$ cat src/rtl/pipeline_hazard_controller.sv
// Stall/flush sequencer for the 5-stage pipeline: load-use bubbles, taken
// branch squashes, multi-cycle data-memory waits with a timeout watchdog,
// and a saturating count of cycles in which the PC was held.
module pipeline_hazard_controller #(
   parameter int REG_W       = 16,
   parameter int MEM_TIMEOUT = 15,
   parameter int CNT_W       = 16
) (
   input  logic             clk,
   input  logic             rest,
   input  logic [REG_W-1:0] id_rs,
   input  logic [REG_W-1:0] id_rt,
   input  logic             ex_mem_read,
   input  logic [REG_W-1:0] ex_rd,
   input  logic             branch_taken,
   input  logic             mem_req,
   input  logic             mem_ready,
   output logic             pc_freeze,
   output logic             if_id_freeze,
   output logic             id_ex_freeze,
   output logic             ex_mem_freeze,
   output logic             mem_wb_freeze,
   output logic             if_id_flush,
   output logic             id_ex_flush,
   output logic             mem_wb_flush,
   output logic             mem_error,
   output logic [CNT_W-1:0] stall_cycles
);

   typedef enum logic {RUN, MEM_WAIT} state_t;

   localparam logic [7:0] TIMEOUT_W = 8'(MEM_TIMEOUT);

   state_t     state, state_next;
   logic [7:0] wait_cnt, wait_next;
   logic       err_set;
   logic       hazard_en;
   logic       lu;

   // A load in EX feeding a source of the instruction in ID; register 0 is
   // hardwired and can never create a dependency.
   assign lu = ex_mem_read && (ex_rd != '0) && ((ex_rd == id_rs) || (ex_rd == id_rt));

   // Registered state: sequencer state, wait counter, sticky error, stall count.
   always_ff @(posedge clk or posedge rest) begin
      if (rest) begin
         state        <= RUN;
         wait_cnt     <= 8'd0;
         mem_error    <= 1'b0;
         stall_cycles <= '0;
      end else begin
         state    <= state_next;
         wait_cnt <= wait_next;
         if (err_set)
            mem_error <= 1'b1;
         if (pc_freeze && (stall_cycles != '1))
            stall_cycles <= stall_cycles + CNT_W'(1);
      end
   end

   // Next-state and Mealy freeze/flush decode; memory stalls take priority,
   // then branch squash, then the load-use bubble. Reset silences everything.
   always_comb begin
      state_next    = state;
      wait_next     = wait_cnt;
      err_set       = 1'b0;
      hazard_en     = 1'b0;
      pc_freeze     = 1'b0;
      if_id_freeze  = 1'b0;
      id_ex_freeze  = 1'b0;
      ex_mem_freeze = 1'b0;
      mem_wb_freeze = 1'b0;
      if_id_flush   = 1'b0;
      id_ex_flush   = 1'b0;
      mem_wb_flush  = 1'b0;

      case (state)
         RUN: begin
            if (mem_req && !mem_ready) begin
               pc_freeze     = 1'b1;
               if_id_freeze  = 1'b1;
               id_ex_freeze  = 1'b1;
               ex_mem_freeze = 1'b1;
               mem_wb_freeze = 1'b1;
               state_next    = MEM_WAIT;
               wait_next     = 8'd1;
            end else begin
               hazard_en = 1'b1;
            end
         end
         MEM_WAIT: begin
            if (mem_ready) begin
               hazard_en  = 1'b1;
               state_next = RUN;
               wait_next  = 8'd0;
            end else if (wait_cnt < TIMEOUT_W) begin
               pc_freeze     = 1'b1;
               if_id_freeze  = 1'b1;
               id_ex_freeze  = 1'b1;
               ex_mem_freeze = 1'b1;
               mem_wb_freeze = 1'b1;
               wait_next     = wait_cnt + 8'd1;
            end else begin
               mem_wb_flush = 1'b1;
               err_set      = 1'b1;
               hazard_en    = 1'b1;
               state_next   = RUN;
               wait_next    = 8'd0;
            end
         end
         default: begin
            state_next = RUN;
            wait_next  = 8'd0;
         end
      endcase

      if (hazard_en) begin
         if (branch_taken) begin
            if_id_flush = 1'b1;
            id_ex_flush = 1'b1;
         end else if (lu) begin
            pc_freeze    = 1'b1;
            if_id_freeze = 1'b1;
            id_ex_flush  = 1'b1;
         end
      end

      if (rest) begin
         pc_freeze     = 1'b0;
         if_id_freeze  = 1'b0;
         id_ex_freeze  = 1'b0;
         ex_mem_freeze = 1'b0;
         mem_wb_freeze = 1'b0;
         if_id_flush   = 1'b0;
         id_ex_flush   = 1'b0;
         mem_wb_flush  = 1'b0;
      end
   end

endmodule

$ cat config.mk
export PLATFORM = sky130hd
export DESIGN_NAME = pipeline_hazard_controller
export DESIGN_NICKNAME = d
export VERILOG_FILES = /design/src/rtl/pipeline_hazard_controller.sv
export SDC_FILE = /design/constraint.sdc
export NUM_CORES = 1
export LEC_CHECK = 0
export BUFFER_PORTS_ARGS = -buffer_cell sky130_fd_sc_hd__buf_2
export CORE_UTILIZATION = 47
export DETAILED_ROUTE_END_ITERATION = 8
export PLACE_DENSITY = 0.81
export SYNTH_ARGS = -nofsm -noshare
export SYNTH_HDL_FRONTEND = slang
export SYNTH_SLANG_ARGS = --single-unit
export TNS_END_PERCENT = 5
$ cat constraint.sdc
create_clock -name clk -period 2.99 [get_ports clk]
set_input_delay 0.598 -clock clk [delete_from_list [all_inputs] [get_ports clk]]
set_output_delay 0.598 -clock clk [all_outputs]
set_load 0.005 [all_outputs]
==> summary.md, run 1 <==
| Metric | Value |
|---|---|
| Final Critical Period | 2740 ps |
| GRT overflow | 0 |
| Clock Pin Slew Worst Setup and Hold Paths | 130 ps |
| Setup Skew | 1.99 ps |
| Die X | between 60 and 70 µm |
| Max Freq | 365 MHz |
| Seq cells post-synth | 26 |
| CP cell instances | or4_4 > a31oi_4 > nand2_2 > a21oi_4 > o21a_1 > buf_2 |
| Slew HR | 0.653 |
| Distinct cells, synth | 36 |
| Num rows | 21 |
| Tcrit/Tclk final | 0.917 |
| CTS tree | built |
| Placed cells | 295 |
| Ys flop type | dfrtp_1 |
| Initial core utilization | 0.504 |
| Setup TNS Final | 0 ps |
| Worst vdd ir | 0.000359 V |
| Critical Path RT | 2390 ps |
| GPL Wtd Cong | 1.01 |
| Post-CTS Setup Bufs | 0 |
| Detailed router's first-iteration violation count | between 70 and 80 |
| FF-to-FF Start | wait_cnt[4] |
| Post-detail-place hpwl | 3.16 mm |
| Post_cts resized | 0 |
| Synthesized area | 1720 µm² |
| Metal-1 WL | around 1.8 mm |
| Net Switching | between 0.2 and 0.3 mW |
| P_leak | between 1 and 1.5 nW |
| Internal | just under 0.6 mW |
| Die area | 3910 µm² |
| Switching share of power | 0.332 |
| H-tree depth | 1 |
| Startpoint types | register |
| Nets | 310 |
| FF-to-FF path depth | 7 |
| DRC Markers | 0 |
| Final Hold Fails | 0 |
| EDFF count, synth | 0 |
| Num CTS Buffers | 3 |
| Vias per std cell | between 5 and 6 |
| Vias after detailed routing | between 1,500 and 2,000 |
| Sequential share of the synthesized area | 0.378 |
| Register area | 651 µm² |
| Latest clock arrival within the worst-skew pair | 310 ps |
| Core ar. | 3420 µm² |
| Kind of critical path | register to output port |
| Vias in the first global route | 1,406 |
| Routed Antenna Nets | 0 |
| Clock Power Share | 0.161 |
| Critical Path End Type | output port |
| RSZ-0062 raised after global routing | no |
| Largest net degree at the start of global routing | 17 |
| Post-DR wirelength/cell | 12.9 µm |
| CP delay by family, top | simple AND/OR/NAND/NOR gates |
| GR Util All Layers | 0.206 |
| Slew @ Worst Pin | 521 ps |
| Area Overhead vs Synth | 25.8% |
| Seq pwr share | 0.531 |
| CTS sink count | 26 |
| I/O pin count | between 70 and 80 |
| Critical Path Fanout Max | 6 |
| Worst EP arrival | 2140 ps |
| IO buf count | 78 |
| Hold-fix buffers, CTS | 0 |
| Slowest cell on crit path | or4_4 |
| N_diodes | 0 |
| Max clock buf depth | 2 |
| Power share of the combinational group | 0.308 |
| Mapped Nets | 230 |
| Fin. max-slew vios | 0 |
| Final setup viols | 0 |
| Power density cells | 405 nW/µm² |
| Initial antenna violation count | 0 |
| DR pass1 iterations | 4 |
| Cell count after synthesis | approximately 170 |
| R2R Setup Slk | 630 ps |
| R2R Path End | stall_cycles[15] |
| Synthesized area per cell | a little under 10 µm² |
| Post-synth ARST share | 1.00 |
| Hold WC Path Type | input port to asynchronous set/reset pin |
| Filler Cells Inserted | 320 |
| Status | finished clean |
| Crit path buffers/inverters | 1 |
| Stages on the worst setup path | 6 |
| Final Routed Wirelength | 3.85 mm |
| Final std cells w/o fill | 298 |
| Chip height | 62.5 µm |
| Top routing layer used | met4 |
| Root buffer cell | clkbuf_4 |
| Max Cap Viol | 0 |
| Area of the multi-input gates | 1000 µm² |
| PnR worst setup slack | 247 ps |
| Synthesis Warnings | 0 |
| Layout cells sized above 1 | 0.397 |
| Met2 WL | about 1.9 mm |
| WL met3 | 140 µm |
| First-pass GRT wire length | between 6 and 7 mm |
| Final Total Pwr | between 0.8 and 0.9 mW |
| CP peak stage delay | 550 ps |
| Hold WS | 334 ps |
| Worst slack, placed | 291 ps |
logic make-up after synthesis:
group / synth area share
XOR/XNOR: 0.249
buffers and inverters: 0.0393
AND/OR/NAND/NOR: 0.225
flip-flops: 0.378
multiplexers: 0.00654
AO/OA/AOI/OAI: 0.0873
adder cells (fa/ha/maj): 0.0145
worst max-delay path by stage:
stage | from | to | slack [ps]
floorplan | ex_rd[4] | pc_freeze | 630
global placement | ex_rd[4] | pc_freeze | 290
detailed placement | ex_rd[4] | pc_freeze | 290
CTS | wait_cnt[4] | pc_freeze | 220
global route | wait_cnt[4] | pc_freeze | 120
finish | wait_cnt[4] | pc_freeze | 250
state kept, by name, indices dropped and copies added, names as in the netlist:
name	cells
mem_error	1
stall_cycles	16
wait_cnt	8
state	1
layer usage:
| metal | global-route usage | vias up |
|---|---|---|
| met2 | 0.342 | 40 |
| met3 | 0.0456 | 4 |
| met1 | 0.272 | 735 |
| li1 | - | 763 |
| met5 | 0 | - |
| met4 | 0.0494 | 0 |
power by group through the flow:
stage                     clock, mW  sequential (mW)  combinational, mW
after floorplan                   0            0.468              0.145
after global placement            0            0.471              0.264
after detailed placement          0            0.471              0.271
after CTS                     0.148            0.465              0.273
after global routing          0.163            0.472              0.305
final                         0.141            0.465              0.270
area by class of cell:
| class | count | share of cell area |
|---|---|---|
| Tap cell | 46 | 0.0266 |
| Clock buffer | 3 | 0.0104 |
| Sequential cell | 26 | 0.301 |
| Timing Repair Buffer | 79 | 0.184 |
| Inverter | 9 | 0.0156 |
| Multi-Input combinational cell | 135 | 0.463 |
cell usage in the layout (no fill, tap or decap), types with 4 or more instances in the layout:
cell | netlist | final
buf_2 | 0 | 78
xor2_1 | 44 | 44
dfrtp_1 | 26 | 26
nor4_1 | 13 | 13
nand2_1 | 12 | 12
inv_1 | 9 | 9
nor2_1 | 8 | 8
nand3_1 | 6 | 6
nor3_1 | 6 | 6
a21oi_1 | 5 | 5
nand4_1 | 5 | 5
o21ai_0 | 4 | 4
nor3_2 | 4 | 4
synth_stat cells, types with 2 or more instances:
cell	count	area, µm²
nand2_1	12	45.0
nand4_1	5	31.3
nor3_1	6	30.0
buf_4	3	22.5
xor2_1	44	385
o21ai_0	4	20.0
nor4_1	13	81.3
nand3_1	6	30.0
nor2_1	8	30.0
and2_2	2	15.0
inv_1	9	33.8
dfrtp_1	26	651
xnor2_1	3	26.3
nor3_2	4	40.0
and3_1	3	18.8
ha_1	2	25.0
a21oi_1	5	25.0
per-stage QoR:
stage	area, µm²	utilization
final	2160	0.634
after CTS	2160	0.634
after global routing	2160	0.634
after floorplan	1720	-
after detailed placement	2140	0.627
after global placement	2140	0.627
No activity file was read; power rests on OpenSTA's default activity.
==> inputs of run 2 (changes only) <==
--- a/config.mk
+++ b/config.mk
@@ -10,2 +10,3 @@
 export DETAILED_ROUTE_END_ITERATION = 8
+export GPL_TIMING_DRIVEN = 1
 export PLACE_DENSITY = 0.81
==> constraint.sdc (replaced) <==
create_clock -name clk -period 2.99 [get_ports clk]
set_input_delay 0.4485 -clock clk [delete_from_list [all_inputs] [get_ports clk]]
set_output_delay 0.4485 -clock clk [all_outputs]
set_load 0.005 [all_outputs]
==> run 2 against run 1 <==
Net effect: sequential power about the same; power grew 3.5%; sequential cell count stayed put; first-iteration DRC count shrank 49%; clock skew rose by 2.5 ps; worst setup slack gained 100 ps; cell area rose by 0.64%; register-to-register slack got worse by 20 ps; critical path type unchanged; largest cell class unchanged; largest power group unchanged.
==> summary.md, run 2 (synthesis gave the netlist of run 1 again) <==
| Metric | Value |
|---|---|
| Largest net degree at the start of global routing | 17 |
| Final Total Pwr | 0.906 mW |
| Post-detail-place hpwl | around 3.2 mm |
| Kind of critical path | register to output port |
| Post_cts resized | 0 |
| Biggest regs | stall_cycles (16), wait_cnt (8) |
| Critical Path Fanout Max | 6 |
| Worst vdd ir | 0.000325 V |
| GR Util All Layers | 0.214 |
| Setup TNS Final | 0 ps |
| Max reg flops | 16 |
| Fin. max-slew vios | 0 |
| Die X | 62.5 µm |
| CP cell instances | or4_4 > a31oi_4 > nand2_2 > a21oi_4 > o21a_1 > buf_2 |
| Routed Antenna Nets | 0 |
| Layout cells sized above 1 | 0.399 |
| Area Overhead vs Synth | 26.6% |
| Setup Skew | 4.47 ps |
| Vias in the first global route | ~1,500 |
| CTS sink count | 26 |
| Hold WC Path Type | input port to asynchronous set/reset pin |
| Latest clock arrival within the worst-skew pair | 320 ps |
| FF-to-FF path depth | 7 |
| CTS tree | built |
| First-pass GRT wire length | 6.69 mm |
| Critical Path RT | 2540 ps |
| RSZ-0062 raised after global routing | no |
| Vias after detailed routing | 1,492 |
| Leading cell type in the layout, fill and taps excluded | buf_2 |
| GRT overflow | 0 |
| Final setup viols | 0 |
| Slowest cell on crit path | or4_4 |
| Root buffer cell | clkbuf_4 |
| Status | finished clean |
| N_diodes | 0 |
| Power density cells | between 400 and 500 nW/µm² |
| CP delay by family, top | compound AO/OA/AOI/OAI gates |
| Max Freq | about 380 MHz |
| Clock Pin Slew Worst Setup and Hold Paths | between 100 and 150 ps |
| Num rows | 21 |
| Chip height | roughly 63 µm |
| CP peak stage delay | 560 ps |
| Worst slack, placed | 442 ps |
| Most frequent cells in the layout | buf_2 (78), xor2_1 (44), dfrtp_1 (26) |
| H-tree depth | 1 |
| Hold WS | 175 ps |
| Detailed router's first-iteration violation count | 40 |
| Final Routed Wirelength | 3.89 mm |
| I/O pin count | 79 |
| PnR worst setup slack | 351 ps |
| Max clock buf depth | 2 |
| DRC Markers | 0 |
| Worst EP arrival | 2190 ps |
| Slew HR | 0.633 |
| Startpoint types | register |
| Final Hold Fails | 0 |
| Final Critical Period | 2640 ps |
| Slew @ Worst Pin | 551 ps |
| IO buf count | 78 |
| Nets | just over 300 |
| Core ar. | 3420 µm² |
| Crit path buffers/inverters | 1 |
| DR pass1 iterations | 4 |
| P_leak | 1.11 nW |
| Num CTS Buffers | 3 |
| Initial core utilization | 0.504 |
| Hold-fix buffers, CTS | 0 |
| Initial antenna violation count | 0 |
| Post-CTS Setup Bufs | 0 |
| Post-DR wirelength/cell | about 13 µm |
| Vias per std cell | 4.99 |
| Stages on the worst setup path | 6 |
| Max Cap Viol | 0 |
| Largest Register | stall_cycles |
| Die area | 3910 µm² |
| Tcrit/Tclk final | 0.883 |
| GPL Wtd Cong | 0.928 |
| Critical Path End Type | output port |
run 2: changes by cell type in the layout (fill, tap and decap cells not counted), sizes merged:
cell and delta:
clkbuf +1
run 2: final timing paths:
| check | endpoint | slack, ps | from |
|---|---|---|---|
| worst max register to register | stall_cycles[15] | 610 | wait_cnt[4] |
| worst min register to register | stall_cycles[7] | 490 | stall_cycles[7] |
| max in group asynchronous | stall_cycles[3] | 2240 | rest |
| worst min-delay path | mem_error | 170 | rest |
| worst max-delay path | pc_freeze | 350 | wait_cnt[4] |
| min in group clk | state | 330 | mem_ready |
run 2: layout make-up:
cell class	count	area [µm²]
fill	321	1240
multi-input combinational	135	1000
sequential	26	651
timing repair buffer	79	398
tap	46	57.6
clock buffer	4	36.3
inverter	9	33.8
run 2: where the power goes:
part	internal [mW]	switching, mW	total, mW
Clock	0.0744	0.0973	0.172
Combinational	0.133	0.136	0.269
Sequential	0.404	0.0615	0.466
run 2: worst reg2reg max path: stages, from the launching register on:
cell     delay, ps
dfrtp_1        420
or4_4          560
a31oi_4        200
nand2_2        100
a21oi_4        260
o21ai_4        190
or3_4          430
xnor2_2        130
run 2: through the flow:
stage / util / area [µm²] / cells
after floorplan: - / 1720 / 174
final: 0.638 / 2180 / 299
after global routing: 0.638 / 2180 / 299
after CTS: 0.638 / 2180 / 299
after global placement: 0.627 / 2140 / 295
after detailed placement: 0.627 / 2140 / 295
run 2: layer usage:
metal  GRT usage  share of wire  wire length, µm
met5           0              0                0
met4      0.0378         0.0080               31
met3      0.0584          0.035              137
met2       0.348           0.48             1880
met1       0.287           0.47             1840
==> inputs of run 3 (changes only) <==
- CORE_UTILIZATION: 47 -> 50
- GPL_TIMING_DRIVEN: 1 -> 0
- PLACE_DENSITY: 0.81 -> 0.9
- clock period: 2.99 -> 3.1 ns (I/O delays scaled with it)
==> run 3 against run 2 <==
Net effect: clock power down 19%; via count rose by 3.4%; first-iteration DRC count down 5.0%; critical path type unchanged; largest cell class unchanged; largest power group unchanged.
==> summary.md, run 3 (synthesis gave the netlist of run 1 again) <==
| Metric | Value |
|---|---|
| R2R Path End | stall_cycles[15] |
| FF-to-FF path depth | 7 |
| Max Cap Viol | 0 |
| Detailed router's first-iteration violation count | 38 |
| Root buffer cell | clkbuf_4 |
| Fin. max-slew vios | 0 |
| Hold-fix buffers, CTS | 0 |
| Worst EP arrival | 2270 ps |
| Critical Path End Type | output port |
| GRT overflow | 0 |
| Most frequent cells in the layout | buf_2 (78), xor2_1 (44), dfrtp_1 (26) |
| Final Total Pwr | 0.855 mW |
| Worst vdd ir | 0.000319 V |
| Vias per std cell | 5.16 |
| Slowest cell on crit path | or4_4 |
| Area Overhead vs Synth | 27.2% |
| CP peak stage delay | approximately 560 ps |
| I/O pin count | 79 |
| H-tree depth | 1 |
| Die X | roughly 61 µm |
| Initial antenna violation count | 0 |
| Post-DR wirelength/cell | between 10 and 15 µm |
| Final Hold Fails | 0 |
| N_diodes | 0 |
| Clock Pin Slew Worst Setup and Hold Paths | approximately 130 ps |
| Core ar. | 3150 µm² |
| Vias in the first global route | 1,483 |
| Slew HR | 0.333 |
| Critical Path Fanout Max | 6 |
| Max reg flops | 16 |
| Leading cell type in the layout, fill and taps excluded | buf_2 |
| RSZ-0062 raised after global routing | no |
| P_leak | 1.12 nW |
| Initial core utilization | 0.546 |
| Status | finished clean |
| Die area | 3680 µm² |
| Num CTS Buffers | 3 |
| Placed cells | 296 |
| Filler Cells Inserted | 286 |
| GR Util All Layers | 0.235 |
| Post-detail-place hpwl | between 3 and 4 mm |
| Chip height | about 61 µm |
| Max clock buf depth | 2 |
| FF-to-FF Start | wait_cnt[4] |
| Biggest regs | stall_cycles (16), wait_cnt (8) |
| Latest clock arrival within the worst-skew pair | 310 ps |
| GPL Wtd Cong | 0.882 |
| Largest Register | stall_cycles |
| Max Freq | 366 MHz |
| Final std cells w/o fill | 299 |
| Routed Antenna Nets | 0 |
| Largest net degree at the start of global routing | 29 |
| Setup TNS Final | 0 ps |
| Hold WC Path Type | input port to register |
| Kind of critical path | register to output port |
| Final Routed Wirelength | 3.91 mm |
| CP cell instances | or4_4 > a31oi_4 > nand2_2 > a21oi_4 > and2_2 > buf_4 > buf_2 |
| IO buf count | 78 |
| Hold wc startpoint | mem_ready |
| Nets | 313 |
| Critical Path RT | 2630 ps |
| First-pass GRT wire length | between 6 and 7 mm |
| Startpoint types | register |
| Stages on the worst setup path | 7 |
| CP delay by family, top | simple AND/OR/NAND/NOR gates |
| R2R Setup Slk | 760 ps |
| CP startpoint | wait_cnt[4] |
| DR pass1 iterations | 4 |
| Tcrit/Tclk final | 0.883 |
| Num rows | 20 |
| Final Critical Period | roughly 2700 ps |
| Power density cells | 391 nW/µm² |
| Final setup viols | 0 |
| Slew @ Worst Pin | 999 ps |
| DRC Markers | 0 |
| Setup Skew | 8.60 ps |
| CTS tree | built |
| Layout cells sized above 1 | 0.404 |
| Crit path buffers/inverters | 2 |
| Vias after detailed routing | 1,543 |
| Post-CTS Setup Bufs | 0 |
| Post_cts resized | 0 |
| Setup crit end | mem_wb_freeze |
| CTS sink count | 26 |
run 3: worst reg2reg max path, stage by stage, from the launching register on:
cell	delay, ps
dfrtp_1	430
or4_4	560
a31oi_4	210
nand2_2	110
a21oi_4	250
o21ai_4	140
or3_4	420
xnor2_2	130
run 3: through the flow:
step	worst slack, ps	hold slack, ps	area [µm²]	utilization
after floorplan	928	468	1720	-
after CTS	337	335	2190	0.694
after global routing	214	332	2190	0.694
final	364	346	2190	0.694
after global placement	628	461	2170	0.687
after detailed placement	612	461	2170	0.687
run 3: how the worst min path moves through the flow:
| stage | cells past startpoint | endpoint | slack, ps |
|---|---|---|---|
| final | 2 | state | 350 |
| after global routing | 2 | state | 330 |
| after CTS | 2 | state | 330 |
| after detailed placement | 1 | mem_error | 460 |
| after global placement | 1 | mem_error | 460 |
| after floorplan | 1 | mem_error | 470 |
run 3: final cells by class:
cell class / instances / area, µm² / share of cell area
Clock buffer: 3 / 22.5 / 0.0103
Buffer: 4 / 33.8 / 0.0154
Multi-Input combinational cell: 135 / 1000 / 0.458
Timing Repair Buffer: 78 / 390 / 0.178
Inverter: 9 / 33.8 / 0.0154
Tap cell: 44 / 55.1 / 0.0252
Sequential cell: 26 / 651 / 0.297
run 3: metal layers:
metal / vias to the layer above / part of all wire / global-route usage
met1: 732 / 0.44 / 0.301
met2: 39 / 0.52 / 0.418
met4: 0 / 0.0026 / 0.0552
met3: 2 / 0.041 / 0.0384
met5: - / 0 / 0
li1: 770 / - / -
run 3: where the power goes:
group	leakage (nW)	internal, mW	total [mW]	switching (mW)
Sequential	0.333	0.390	0.450	0.0602
Combinational	0.775	0.131	0.266	0.135
Clock	0.0138	0.0454	0.139	0.0934
Total	1.12	0.567	0.855	0.289
